$ cat config.mk
export PLATFORM = sky130hd
export DESIGN_NAME = ccff_chain_loader
export DESIGN_NICKNAME = d
export VERILOG_FILES = /design/src/rtl/ccff_loader_pkg.sv /design/src/rtl/ccff_loader_crc16.sv /design/src/rtl/ccff_chain_loader.sv
export SDC_FILE = /design/constraint.sdc
export NUM_CORES = 1
export LEC_CHECK = 0
export BUFFER_PORTS_ARGS = -buffer_cell sky130_fd_sc_hd__buf_2
export CAP_MARGIN = 20
export CORE_ASPECT_RATIO = 1.75
export CORE_MARGIN = 2
export CORE_UTILIZATION = 45
export DETAILED_ROUTE_END_ITERATION = 10
export HOLD_SLACK_MARGIN = 0.15
export PLACE_DENSITY = 0.68
export SLEW_MARGIN = 40
export SYNTH_ARGS = -nofsm -noshare
export SYNTH_HDL_FRONTEND = slang
export SYNTH_SLANG_ARGS = --single-unit
$ cat constraint.sdc
create_clock -name CK -period 1.7 [get_ports CK]
set_input_delay 0 -clock CK [delete_from_list [all_inputs] [get_ports CK]]
set_output_delay 0 -clock CK [all_outputs]
set_load 0.05 [all_outputs]
$ cat src/rtl/ccff_loader_pkg.sv
// Shared definitions for the CCFF chain loader: FSM state encoding and CRC-16-CCITT constants.
package ccff_loader_pkg;

  typedef enum logic [1:0] {
    ST_IDLE  = 2'd0,
    ST_FETCH = 2'd1,
    ST_SHIFT = 2'd2,
    ST_DONE  = 2'd3
  } state_e;

  localparam logic [15:0] CRC_POLY = 16'h1021;
  localparam logic [15:0] CRC_INIT = 16'hFFFF;

  // One MSB-first CRC step for a single serial bit.
  function automatic logic [15:0] crc16_step(input logic [15:0] crc, input logic din);
    logic fb;
    fb = crc[15] ^ din;
    return {crc[14:0], 1'b0} ^ (fb ? CRC_POLY : 16'h0000);
  endfunction

endpackage

$ cat src/rtl/ccff_loader_crc16.sv
// Serial CRC-16-CCITT over the bits shifted into the chain.
// Present only when the top is built with CCFF_LOADER_CRC_EN.
module ccff_loader_crc16
  import ccff_loader_pkg::*;
(
  input  logic        CK,
  input  logic        RST,
  input  logic        init_i,
  input  logic        en_i,
  input  logic        din_i,
  output logic [15:0] crc_o
);

  logic [15:0] crc_q, crc_d;

  always_comb begin
    crc_d = crc_q;
    if (init_i) begin
      crc_d = CRC_INIT;
    end else if (en_i) begin
      crc_d = crc16_step(crc_q, din_i);
    end
  end

  always_ff @(posedge CK) begin
    if (RST) begin
      crc_q <= CRC_INIT;
    end else begin
      crc_q <= crc_d;
    end
  end

  assign crc_o = crc_q;

endmodule

$ cat src/rtl/ccff_chain_loader.sv
// Streams WORD_W-bit bitstream words MSB-first into a CHAIN_LEN-stage CCFF chain.
// Define CCFF_LOADER_CRC_EN to add the crc_out port (CRC-16-CCITT of shifted bits).
//
// state | meaning
// IDLE  | no load active, bit_cnt cleared
// FETCH | waiting for the next word (word_ready=1), chain paused
// SHIFT | one bit into the chain per cycle
// DONE  | CHAIN_LEN bits loaded, done held until start/RST
module ccff_chain_loader
  import ccff_loader_pkg::*;
#(
  parameter int WORD_W    = 32,
  parameter int CHAIN_LEN = 1024
) (
  input  logic                           CK,
  input  logic                           RST,
  input  logic                           start,
  input  logic                           abort,
  input  logic [WORD_W-1:0]              word_data,
  input  logic                           word_valid,
  output logic                           word_ready,
  output logic                           chain_d,
  output logic                           chain_shift,
  output logic                           busy,
  output logic                           done,
  output logic [$clog2(CHAIN_LEN+1)-1:0] bit_cnt
`ifdef CCFF_LOADER_CRC_EN
  ,
  output logic [15:0]                    crc_out
`endif
);

  localparam int CNT_W = $clog2(CHAIN_LEN + 1);
  localparam int WC_W  = (WORD_W > 1) ? $clog2(WORD_W) : 1;
  localparam logic [CNT_W-1:0] CHAIN_LAST = CNT_W'(CHAIN_LEN - 1);
  localparam logic [WC_W-1:0]  WORD_LAST  = WC_W'(WORD_W - 1);

  state_e             state_q, state_d;
  logic [WORD_W-1:0]  sreg_q, sreg_d;
  logic [CNT_W-1:0]   cnt_q, cnt_d;
  logic [WC_W-1:0]    wcnt_q, wcnt_d;
  logic               shifting, chain_end, word_end;
  logic               start_ok, abort_ok, accept;

  always_comb begin
    shifting    = (state_q == ST_SHIFT);
    chain_end   = shifting && (cnt_q == CHAIN_LAST);
    word_end    = shifting && (wcnt_q == WORD_LAST);
    busy        = (state_q == ST_FETCH) || shifting;
    done        = (state_q == ST_DONE);
    start_ok    = start && !busy;
    abort_ok    = abort && busy;
    // Ready on the last bit of a word lets the next word follow without a bubble.
    word_ready  = !RST && !abort &&
                  ((state_q == ST_FETCH) || (word_end && !chain_end));
    accept      = word_valid && word_ready;
    chain_shift = shifting;
    chain_d     = shifting && sreg_q[WORD_W-1];
  end

  always_comb begin
    state_d = state_q;
    sreg_d  = sreg_q;
    cnt_d   = cnt_q;
    wcnt_d  = wcnt_q;
    if (shifting) begin
      sreg_d = sreg_q << 1;
      cnt_d  = cnt_q + CNT_W'(1);
      wcnt_d = wcnt_q + WC_W'(1);
      if (chain_end) begin
        state_d = ST_DONE;
      end else if (word_end) begin
        state_d = ST_FETCH;
      end
    end
    if (accept) begin
      sreg_d  = word_data;
      wcnt_d  = '0;
      state_d = ST_SHIFT;
    end
    if (start_ok) begin
      state_d = ST_FETCH;
      cnt_d   = '0;
    end
    if (abort_ok) begin
      state_d = ST_IDLE;
      cnt_d   = '0;
      wcnt_d  = '0;
    end
  end

  always_ff @(posedge CK) begin
    if (RST) begin
      state_q <= ST_IDLE;
      sreg_q  <= '0;
      cnt_q   <= '0;
      wcnt_q  <= '0;
    end else begin
      state_q <= state_d;
      sreg_q  <= sreg_d;
      cnt_q   <= cnt_d;
      wcnt_q  <= wcnt_d;
    end
  end

  assign bit_cnt = cnt_q;

`ifdef CCFF_LOADER_CRC_EN
  ccff_loader_crc16 u_crc (
    .CK     (CK),
    .RST    (RST),
    .init_i (start_ok || abort_ok),
    .en_i   (chain_shift),
    .din_i  (chain_d),
    .crc_o  (crc_out)
  );
`endif

endmodule

# Yosys cells after proc, flatten, opt, wreduce, memory -nomap -nowiden
# Index checks and enable logic that the tools add are counted.
[word_totals]
regBits = 50
out_inout_bits = 16
[classes]
addsub = 2
n_reduce_logical = 24
mux = 7
eq_ne = 5
[op_table]
columns = ["operator", "count"]
rows = [
  ["$mux W32", 2],
  ["$add A11 B1 Y11 const B", 1],
  ["$eq A11 B10 Y1 const B", 1],
  ["$logic_and A1 B1 Y1", 9],
  ["$mux W2", 4],
  ["$reduce_bool A3 Y1", 2],
  ["$reduce_or A3 Y1", 2],
  ["$add A5 B1 Y5 const B", 1],
  ["$eq A5 B5 Y1 const B", 1],
  ["$eq A2 B2 Y1 const B", 2],
  ["$logic_not A1 Y1", 4],
  ["$reduce_and A2 Y1", 2],
  ["$reduce_bool A4 Y1", 1],
  ["$eq A2 B1 Y1 const B", 1],
  ["$logic_or A1 B1 Y1", 2],
  ["$reduce_bool A2 Y1", 1],
  ["$reduce_or A2 Y1", 1],
  ["$mux W1", 1],
]

# Depth between registers and ports, before layout
[logic_depth]
ltp_word = 9
ltp_mapped = 10

# Worst setup path before layout
# OpenSTA, ideal clock, no wires.
[synth_timing]
path_type = "register to output"
from = "reg state_q[0]"
to = "out word_ready"
setup_slack_ns = -1.060
path_buffers = 2
arrival_ns = 2.760
stages_incl_launch_ff = 8
cell_sequence = "dfxtp_1 > inv_1 > ha_1 > buf_4 > and4_1 > buf_4 > a41oi_4 > nor3b_1"
[synth_between]
elab_chain_cells = 6
word_cells_on_any_way = 8
classes_between = "eq/ne (2); reduce/logical (6)"
[synth_lines]
columns = ["element", "line_no", "text"]
rows = [
  ["start: declaration", "ccff_chain_loader.sv:38", "state_e state_q, state_d;"],
  ["start signal: assignment", "ccff_chain_loader.sv:99", "state_q <= state_d;"],
  ["$eq A2 B2 Y1 *", "ccff_chain_loader.sv:46", "shifting = (state_q == ST_SHIFT);"],
  ["net chain_shift", "ccff_chain_loader.sv:23", "output logic chain_shift,"],
  ["$logic_and A1 B1 Y1", "ccff_chain_loader.sv:47", "chain_end = shifting && (cnt_q == CHAIN_LAST);"],
  ["$logic_not A1 Y1", "ccff_chain_loader.sv:55", "((state_q == ST_FETCH) || (word_end && !chain_end));"],
  ["$logic_and A1 B1 Y1 *", "ccff_chain_loader.sv:55", ""],
  ["$logic_or A1 B1 Y1 *", "ccff_chain_loader.sv:55", ""],
  ["$logic_and A1 B1 Y1 *", "ccff_chain_loader.sv:54", "word_ready = !RST && !abort &&"],
  ["end: declaration", "ccff_chain_loader.sv:21", "output logic word_ready,"],
]
# The timed path passes the listed nets; every way through them passes the cells marked *.

# Worst setup path in the final report
[layout_timing]
from = "reg wcnt_q[0]"
to = "out word_ready"
[layout_between]
elab_chain_cells = 5
[layout_lines]
columns = ["element", "line_no", "text"]
rows = [
  ["start: declaration", "ccff_chain_loader.sv:41", "logic [WC_W-1:0] wcnt_q, wcnt_d;"],
  ["start signal: assignment", "ccff_chain_loader.sv:102", "wcnt_q <= wcnt_d;"],
  ["$eq A5 B5 Y1", "ccff_chain_loader.sv:48", "word_end = shifting && (wcnt_q == WORD_LAST);"],
  ["$logic_and A1 B1 Y1", "ccff_chain_loader.sv:48", ""],
  ["$logic_and A1 B1 Y1", "ccff_chain_loader.sv:55", ""],
  ["$logic_or A1 B1 Y1", "ccff_chain_loader.sv:55", ""],
  ["$logic_and A1 B1 Y1", "ccff_chain_loader.sv:54", ""],
]
# No other way between the ends.

==> results.md <==
* Clock transition at path regs at ~0.090 ns
* Total wire length at 6200 um
* CP startpoint kind: flip-flop
* Port bufs at 52
* Worst path max stage delay at about 0.37 ns
* Sequential fraction of the synthesis area at 37.6%
* Outcome: finished with violations
* Initial antenna violation count at 0
* RSZ-0062 raised after global routing: true
* Worst-Skew Late Latency at ~0.30 ns
* DRC at 0
* Post-synthesis register bit count at 50
* Combined area of the multi-input logic cells at 1620 sq um
* FP Rows at 37
* Final min period at 1.89 ns
* Worst clock skew at roughly 0.0063 ns
* Slew Limit Fails at 0
* Critical path peak fanout at 4
* CTS Buffer Depth at 2
* Finished Layout Cells at 423
* Total track usage at 19.1%
* IO Pins at 53
* Post-detail-place hpwl at between 3000 and 4000 um
* Max_cap viols at 0
* P_leak at approximately 1.4 nW
* Core Area at 5790 sq um
* Initial DRC Count at 73
* Vias in the first global route at 2256
* Final setup margin at -0.187 ns
* CP Class: reg -> out
* Pin count of the biggest net entering global routing at 65
* Post-synth top flop: dfxtp_1
* Num CTS Buffers at 5
* TritonCTS clock tree: yes
* Final hold viol count at 0
* Crit-path slowest cell: dfxtp_2
* P&R area growth vs syn at 38.7%
* CTS root buffer: clkbuf_8
* Pwr dens at 656 nW/um^2
* Post-layout util at between 60% and 70%
* Mapped Nets at 293
* FF/Latch Area at 1020 sq um
* VDD IR-drop max at around 0.57 mV
* Most common cell after layout, fill and taps aside: buf_2
* Worst setup EP type: output pin
* Post-synth EDFFs at 0
* Violated checks: negative setup slack
* Die Y at 106 um
* Placement Setup Slack at -0.224 ns
* Placement-stage cell area at 3070 sq um
* ANT cells at 0
* Die Wd at 62.1 um
* H-tree depth at 2
* DRT Pass-1 Iters at 5
* Final setup fails at 34
* Most frequent cells in the layout: buf_2 (50), dfxtp_1 (38), mux2i_1 (35), dlygate4sd3_1 (34), nand4b_1 (31)
* DP Cell Count at 374
* Unique cell type count in the Yosys netlist at 30
* Proportion of layout cells with a drive suffix above 1 at around 42%
* Final instance area at 3690 sq um
* Gpl congestion at 0.786
* Cells after synthesis at 250
* Total number of vias at about 2300
* # nets final at 387
* F_max at 530 MHz
* Post-Syn Area at 2660 sq um
* Worst slew pin tran at 0.702 ns
* Die area at 6570 sq um
* Ys Warns at 0
* Via density at 5.40
* CTS sink cnt at 50
* Critical path required time at 1.70 ns
* Wire per inst at around 15 um
* First-pass GRT wire length at 10200 um
* Final ANT Viol Nets at 0
* CP Cell Sequence: ha_4 -> and3_4 -> ha_4 -> a21oi_4 -> a41oi_4 -> buf_6 -> nor3b_4 -> buf_6
* Syn Area/Cell at 10.6 sq um
* Initial Utilization at a little under half
* CP arrival at 1.89 ns
* Total gr overflow at 0
* Type of the tightest min-delay check: in -> reg
* Fin crit share at 111%
* Asr flop ratio synth at 0%
* Fill cells at roughly 470
* Max transition margin at 53.2%
## where the power goes
group	total, mW	internal [mW]	switching, mW
clock	0.845	0.441	0.404
sequential	1.20	1.19	0.0117
combinational	0.374	0.178	0.196
total	2.42	1.81	0.611
## synthesized netlist by cell type (3+ instances only)
cell	number	share of area, %
dfxtp_1	50	38
mux2i_1	35	13
nand4b_1	31	10
o31ai_2	30	14
clkbuf_1	18	2.5
nor2_1	18	2.5
xor2_1	9	3.0
ha_1	6	2.8
nand2_1	6	0.85
and4_1	4	1.3
buf_6	4	1.7
inv_1	4	0.56
nand3_1	4	0.75
xnor2_1	4	1.3
nand4_1	3	0.71
o21ai_1	3	0.56
## state kept, by name, indices dropped and copies added, names as in the netlist
signal   count
wcnt_q       5
state_q      2
sreg_q      32
bit_cnt     11
## cell families after synthesis
family / share of synthesized area [%]
multiplexers: 13.2
AO/OA/AOI/OAI: 17.6
XOR/XNOR: 4.28
buffers and inverters: 5.69
adder cells (fa/ha/maj): 2.82
AND/OR/NAND/NOR: 18.8
flip-flops: 37.6
## repair_timing
action	CTS	global route
resized for setup	16	10
gates cloned	1	0
pin swaps	2	1
hold buffers	34	0
setup endpoints to repair	35	41
endpoints found under the hold margin	33	0
buffers inserted	3	3
## per-layer routing
metal,GRT usage (%),wire length [um],vias up
li1,-,-,1128
met1,21.0,2490,1092
met2,36.6,3410,53
met3,2.77,186,10
met4,6.83,114,0
met5,0,0,-
## area by class of cell
type | count | area share, %
clock buffers | 5 | 1.87
clock inverters | 3 | 1.19
inverters | 5 | 0.509
multi-input cells | 171 | 43.8
flip-flops and latches | 50 | 27.6
well taps | 78 | 2.64
repair buffers | 111 | 22.4
## critical path: cells and delay by family (launching register included)
family          cells  cell delay (ns)
fa+ha+maj           2             0.26
compound gates      2             0.28
flops               1             0.37
simple gates        2             0.36
buf+inv             2             0.31
## per-stage QoR
| step | total power, mW | hold WS, ns | setup TNS (ns) |
|---|---|---|---|
| after global routing | 2.52 | 0.181 | -7.39 |
| final | 2.42 | 0.131 | -4.24 |
| after CTS | 2.42 | 0.152 | -3.96 |
| after global placement | 1.51 | 0.259 | -3.53 |
| after floorplan | 1.42 | 0.0655 | -5.32 |
| after detailed placement | 1.52 | 0.259 | -6.56 |
## path summary, 6_finish.rpt
kind	slack, ns	from	cells after the start	end
setup / recovery	-0.19	wcnt_q[0]$_SDFFE_PP0P_	8	word_ready
hold / removal	0.13	RST	4	state_q[0]$_SDFFE_PP0P_
setup reg to reg	-0.15	wcnt_q[0]$_SDFFE_PP0P_	7	sreg_q[25]$_SDFFE_PP0P_
hold reg to reg	0.53	bit_cnt[6]$_SDFFE_PP0P_	2	bit_cnt[6]$_SDFFE_PP0P_
Note: power is estimated with default switching activity, not from simulation.
